--- src/rtl/pulse_analyzer_pkg.sv ---
// Shared FSM encodings and synchronizer depth for the pulse analyzer.
package pulse_analyzer_pkg;

    typedef enum logic [1:0] {
        ST_IDLE = 2'd0,
        ST_HIGH = 2'd1,
        ST_LOW  = 2'd2
    } state_t;

    localparam int SYNC_STAGES = 2;

endpackage

--- src/rtl/edge_detector.sv ---
// Synchronizes the asynchronous pulse input and flags its rising/falling edges.
// Latency: edges flagged combinationally in the cycle after the last sync stage; no backpressure.
module edge_detector
    import pulse_analyzer_pkg::*;
(
    input  logic clk,
    input  logic resetn,
    input  logic din,
    output logic s,
    output logic rise,
    output logic fall
);

    logic [SYNC_STAGES-1:0] sync_q;
    logic                   s_d_q;

    always_ff @(posedge clk or negedge resetn) begin
        if (!resetn) begin
            sync_q <= '0;
            s_d_q  <= 1'b0;
        end else begin
            sync_q <= {sync_q[SYNC_STAGES-2:0], din};
            s_d_q  <= sync_q[SYNC_STAGES-1];
        end
    end

    assign s    = sync_q[SYNC_STAGES-1];
    assign rise = s & ~s_d_q;
    assign fall = ~s & s_d_q;

endmodule

--- src/rtl/pulse_analyzer.sv ---
// Measures high time and rise-to-rise period of each complete pulse on din.
// Latency: result strobed two edges after the closing rise is first sampled; no backpressure, outputs are strobes.
module pulse_analyzer
    import pulse_analyzer_pkg::*;
#(
    parameter int PULSE_WIDTH_WIDTH  = 8,
    parameter int PULSE_PERIOD_WIDTH = 16,
    parameter int COUNT_WIDTH        = 32
) (
    input  logic                          clk,
    input  logic                          resetn,
    input  logic                          en,
    input  logic                          din,
    output logic [PULSE_WIDTH_WIDTH-1:0]  width,
    output logic [PULSE_PERIOD_WIDTH-1:0] period,
    output logic                          valid,
    output logic                          width_sat,
    output logic                          timeout,
    output logic [COUNT_WIDTH-1:0]        pulse_count
);

    logic s_unused;
    logic rise;
    logic fall;

    edge_detector u_edge (
        .clk    (clk),
        .resetn (resetn),
        .din    (din),
        .s      (s_unused),
        .rise   (rise),
        .fall   (fall)
    );

    state_t state_q, state_d;

    logic [PULSE_WIDTH_WIDTH-1:0]  wcnt_q, wcnt_d;
    logic [PULSE_WIDTH_WIDTH-1:0]  wlat_q, wlat_d;
    logic [PULSE_PERIOD_WIDTH-1:0] pcnt_q, pcnt_d;
    logic                          sat_q, sat_d;

    logic [PULSE_WIDTH_WIDTH-1:0]  width_q, width_d;
    logic [PULSE_PERIOD_WIDTH-1:0] period_q, period_d;
    logic                          valid_q, valid_d;
    logic                          width_sat_q, width_sat_d;
    logic                          timeout_q, timeout_d;
    logic [COUNT_WIDTH-1:0]        count_q, count_d;

    logic pcnt_max;
    logic meas_done;
    logic timeout_hit;
    logic restart;

    assign pcnt_max = &pcnt_q;

    always_ff @(posedge clk or negedge resetn) begin
        if (!resetn) begin
            state_q <= ST_IDLE;
        end else begin
            state_q <= state_d;
        end
    end

    // en has priority over every transition, including a completing rise.
    always_comb begin
        state_d = state_q;
        if (!en) begin
            state_d = ST_IDLE;
        end else begin
            case (state_q)
                ST_IDLE: if (rise) state_d = ST_HIGH;
                ST_HIGH: begin
                    if (pcnt_max)  state_d = ST_IDLE;
                    else if (fall) state_d = ST_LOW;
                end
                ST_LOW: begin
                    if (rise)          state_d = ST_HIGH;
                    else if (pcnt_max) state_d = ST_IDLE;
                end
                default: state_d = ST_IDLE;
            endcase
        end
    end

    always_comb begin
        meas_done   = en && (state_q == ST_LOW) && rise;
        timeout_hit = en && (state_q != ST_IDLE) && pcnt_max && !meas_done;
        restart     = en && rise && ((state_q == ST_IDLE) || (state_q == ST_LOW));
    end

    always_comb begin
        wcnt_d = wcnt_q;
        pcnt_d = pcnt_q;
        wlat_d = wlat_q;
        sat_d  = sat_q;
        if (restart) begin
            wcnt_d = PULSE_WIDTH_WIDTH'(1);
            pcnt_d = PULSE_PERIOD_WIDTH'(1);
            sat_d  = 1'b0;
        end else if (state_d == ST_IDLE) begin
            wcnt_d = '0;
            pcnt_d = '0;
            sat_d  = 1'b0;
        end else begin
            pcnt_d = pcnt_q + PULSE_PERIOD_WIDTH'(1);
            if (state_q == ST_HIGH) begin
                if (fall) begin
                    wlat_d = wcnt_q;
                end else if (&wcnt_q) begin
                    sat_d = 1'b1;
                end else begin
                    wcnt_d = wcnt_q + PULSE_WIDTH_WIDTH'(1);
                end
            end
        end
    end

    always_comb begin
        width_d     = width_q;
        period_d    = period_q;
        width_sat_d = width_sat_q;
        count_d     = count_q;
        valid_d     = meas_done;
        timeout_d   = timeout_hit;
        if (meas_done) begin
            width_d     = wlat_q;
            period_d    = pcnt_q;
            width_sat_d = sat_q;
            count_d     = count_q + COUNT_WIDTH'(1);
        end
    end

    always_ff @(posedge clk or negedge resetn) begin
        if (!resetn) begin
            wcnt_q      <= '0;
            pcnt_q      <= '0;
            wlat_q      <= '0;
            sat_q       <= 1'b0;
            width_q     <= '0;
            period_q    <= '0;
            valid_q     <= 1'b0;
            width_sat_q <= 1'b0;
            timeout_q   <= 1'b0;
            count_q     <= '0;
        end else begin
            wcnt_q      <= wcnt_d;
            pcnt_q      <= pcnt_d;
            wlat_q      <= wlat_d;
            sat_q       <= sat_d;
            width_q     <= width_d;
            period_q    <= period_d;
            valid_q     <= valid_d;
            width_sat_q <= width_sat_d;
            timeout_q   <= timeout_d;
            count_q     <= count_d;
        end
    end

    assign width       = width_q;
    assign period      = period_q;
    assign valid       = valid_q;
    assign width_sat   = width_sat_q;
    assign timeout     = timeout_q;
    assign pulse_count = count_q;

endmodule

--- config.mk ---
export PLATFORM = sky130hd
export DESIGN_NAME = pulse_analyzer
export DESIGN_NICKNAME = d
export VERILOG_FILES = /design/src/rtl/pulse_analyzer_pkg.sv /design/src/rtl/edge_detector.sv /design/src/rtl/pulse_analyzer.sv
export SDC_FILE = /design/constraint.sdc
export NUM_CORES = 1
export LEC_CHECK = 0
export BUFFER_PORTS_ARGS = -buffer_cell sky130_fd_sc_hd__buf_2
export CAP_MARGIN = 0
export CORE_AREA = 2 2 95 97
export DETAILED_ROUTE_END_ITERATION = 16
export DIE_AREA = 0 0 97 99
export PLACE_DENSITY = 0.74
export SLEW_MARGIN = 15
export SYNTH_ARGS = -nofsm -noshare
export SYNTH_HDL_FRONTEND = slang
export SYNTH_SLANG_ARGS = --single-unit
--- constraint.sdc ---
create_clock -name clk -period 2.15 [get_ports clk]
set_input_delay 0.215 -clock clk [delete_from_list [all_inputs] [get_ports clk]]
set_output_delay 0.215 -clock clk [all_outputs]
set_load 0.01 [all_outputs]
==> reports/qor.tcl <==
set qor(run_status) {completed}
set qor(place_inst) 531
set qor(fmax_ghz) 0.496
set qor(antennaDiodeCount) 0
set qor(fp-row-count) 34
set qor(wirelength_um) 8480
set qor(synth_xor_xnor_area_share_pct) 9.16
set qor(io_pins) 63
set qor(timing.critical_path.arrival_ns) 2.25
set qor(syn_nets) 370
set qor(die_w_um) 97
set qor(share_of_cells_above_drive_strength_1_pct) 29.0
set qor(synth_simple_gate_area_share_pct) 18.0
set qor(min-delay-path-class) {in2reg}
set qor(yosys.area_share.adder_pct) 0.873
set qor(critical_path.startpoint_type) {flop}
set qor(synthDominantAreaCellType) {sky130_fd_sc_hd__dfrtp_1}
set qor(globalRouteOverflowTotal) 0
set qor(post_drt_wl_per_cell_um) 15.5
set qor(h_tree_depth) 3
set qor(iteration_0_drc_markers) 146
set qor(longest_clk_path_bufs) 2
set qor(netlist_area_um2) 4300
set qor(tritoncts) {built}
set qor(gp_routability_congestion) 0.817
set qor(final.setup_skew_ns) 0.0138
set qor(post_layout_nonfiller_instances) 549
set qor(detail-route-antenna-nets) 0
set qor(antenna_found_initial) 0
set qor(clock_slew_seen_by_the_registers_of_the_worst_setup_and_hold_paths_ns) 0.09
set qor(effective_utilization_at_floorplan_pct) 50.3
set qor(synthTopCellsByArea) {sky130_fd_sc_hd__dfrtp_1, sky130_fd_sc_hd__mux2_2, sky130_fd_sc_hd__xor2_1}
set qor(syn_area_per_cell_um2) 11.9
set qor(cts.sinks) 97
set qor(asyncSetResetFlopFracSynth_pct) 100
set qor(mostFrequentLayoutCells) {sky130_fd_sc_hd__dfrtp_1, sky130_fd_sc_hd__buf_2, sky130_fd_sc_hd__mux2_2}
set qor(power_density_nw_per_um2) 672
set qor(route.vias.total) 3000
set qor(drc_violations_left) 0
set qor(ir_worst_vdd_v) 0.000366
set qor(synth_compound_gate_area_share_pct) 4.48
set qor(nets) 443
set qor(cts_root_cell) {sky130_fd_sc_hd__clkbuf_8}
set qor(synth.lib_cells_used.distinct) 45
set qor(seq_area_frac_synth_pct) 56.4
set qor(timing.setup.critical_path_class) {reg2reg}
set qor(clk-insertion-delay-late_ns) 0.36
set qor(hold_violations) 0
set qor(floorplan.core_area_um2) 8550
set qor(final_common_cell) {sky130_fd_sc_hd__dfrtp_1}
set qor(cp_cell_sequence) {ha_1, nand3_2, or3_1, o2111ai_4, mux2_2}
set qor(syn_to_final_growth_pct) 17.2
set qor(unrepaired_setup_endpoints_after_global_routing) {no}
set qor(synth.yosys.warnings) 0
set qor(max_slew.worst_pin.slew_ns) 0.607
set qor(cts-buffers-inserted) 9
set qor(synthFlopType) {sky130_fd_sc_hd__dfrtp_1}
set qor(endpoint_kind) {flop}
set qor(slew_viol_final) 0
set qor(crit_buf_inv) 0
set qor(synth_top_family_by_area) {simple AND/OR/NAND/NOR gates}
set qor(synth_edf_count) 0
set qor(grt_first_pass_wirelength_um) 14700
set qor(die_h_um) 99
set qor(path_delay_family) {simple AND/OR/NAND/NOR gates}
set qor(grtUsageTotal_pct) 18.8
set qor(synth-seq-cells) 97
set qor(drt-vias-per-instance) 5.46
set qor(setup_total_negative_slack_ns) 0
set qor(port_buffers) 62
set qor(die-area_um2) 9600
set qor(timing.max_slew.rel_slack_pct) 59.5
set qor(finalSetupViolCount) 0
set qor(firstDrtPassIters) 4
set qor(post_synth_inst_count) 363
set qor(multiplexer_share_of_the_synthesized_area_pct) 9.13
set qor(number_of_global_route_vias_before_repair) 2971
set qor(synth_top_area_share_pct) 56.4
set qor(post-dp-hpwl_um) 5970
set qor(fin_crit_sh_pct) 93.7
set qor(total_leakage_power_nw) 2.52
set qor(post_cts_buffers) 0
set qor(maximum_number_of_pins_on_one_net_before_global_route_repair) 49
set qor(worstPathMaxFanout) 8
set qor(drv.max_cap_violation_count) 0
set qor(cp.required_ns) 2.39
set qor(highest_cell_delay_on_the_worst_timing_path_ns) 0.44
set qor(final.min_clock_period_ns) 2.02
set qor(critical_path.slowest_cell) {sky130_fd_sc_hd__or3_1}
-- sequential cells by signal (all words and copies together) (netlist names) --
name / flops
pulse_count: 32
pcnt_q: 16
period: 16
wcnt_q: 8
width: 8
wlat_q: 8
state_q: 2
u_edge.sync_q: 2
sat_q: 1
timeout: 1
u_edge.s_d_q: 1
valid: 1
width_sat: 1
-- through the flow --
| stage | utilization (%) | setup WS [ns] | instance area, um^2 | total power [mW] | hold WS (ns) |
|---|---|---|---|---|---|
| 2_1_floorplan | - | 0.152 | 4300 | 1.94 | -0.0806 |
| 3_3_place_gp | 55.9 | 0.205 | 4780 | 2.01 | 0.202 |
| 3_5_place_dp | 55.9 | 0.149 | 4780 | 2.02 | 0.206 |
| 4_1_cts | 59.0 | 0.124 | 5040 | 3.43 | 0.152 |
| 5_1_grt | 59.0 | 0.0215 | 5040 | 3.53 | 0.156 |
| 6_report | 59.0 | 0.135 | 5040 | 3.39 | 0.172 |
-- worst register-to-register path: stages, from the launching register on --
cell	delay (ns)
sky130_fd_sc_hd__dfrtp_1	0.40
sky130_fd_sc_hd__ha_1	0.22
sky130_fd_sc_hd__nand3_2	0.09
sky130_fd_sc_hd__or3_1	0.44
sky130_fd_sc_hd__o2111ai_4	0.37
sky130_fd_sc_hd__mux2_2	0.38
-- path summary, 6_finish.rpt --
| path | startpoint | end | slack, ns | cells after the start |
|---|---|---|---|---|
| setup reg to reg | pcnt_q[1] | wlat_q[3] | 0.13 | 5 |
| max in group asynchronous | resetn | wlat_q[3] | 1.19 | 3 |
| hold / removal | en | state_q[0] | 0.17 | 2 |
| hold reg to reg | u_edge.sync_q[0] | u_edge.sync_q[1] | 0.37 | 0 |
| setup / recovery | pcnt_q[1] | wlat_q[3] | 0.13 | 5 |
| min in group asynchronous | resetn | pulse_count[16] | 0.35 | 2 |
-- where the power goes --
part           switching (mW)  internal (mW)  total [mW]  leakage, nW
clock network           0.634          0.773        1.41        0.120
registers              0.0189           1.84        1.86         1.32
logic                  0.0803         0.0426       0.123         1.08
-- layer usage --
metal | routed length (um) | GRT usage [%] | up-vias
met2 | 3990 | 29.5 | 75
li1 | - | - | 1442
met1 | 3990 | 26.6 | 1479
met3 | 460 | 4.18 | 4
met4 | 35 | 5.31 | 0
met5 | 0 | 0 | -
-- logic make-up (layout without fill, tap and decap cells) --
kind of cell,Yosys count,after routing
simple gates,138,138
buf+inv,19,97
mux,35,35
flops,97,97
compound gates,26,26
fa+ha+maj,3,3
xor+xnor,45,45
-- cells in the mapped netlist, drive strengths merged (5+ instances only) --
| master | n |
|---|---|
| nand4 | 12 |
| nor2 | 30 |
| nand3 | 19 |
| nor4 | 7 |
| nor3 | 12 |
| and4 | 11 |
| inv | 6 |
| nor2b | 5 |
| buf | 6 |
| xnor2 | 18 |
| xor2 | 27 |
| mux2 | 34 |
| a21oi | 8 |
| nand2 | 14 |
| dfrtp | 97 |
| clkbuf | 7 |
| and2 | 5 |
| o21ai | 6 |
-- final cells by class --
class	instances	area, um^2
well taps	108	135
repair buffers	75	428
clock inverters	7	116
fillers	714	3510
inverters	6	22.5
multi-input cells	247	1790
flip-flops and latches	97	2430
clock buffers	9	124
-- repair_timing --
action	in CTS	in global routing
endpoints found under the hold margin	33	0
setup endpoints to repair	0	0
resized for setup	0	0
hold buffers	2	0
No activity file was read; power rests on OpenSTA's default activity.
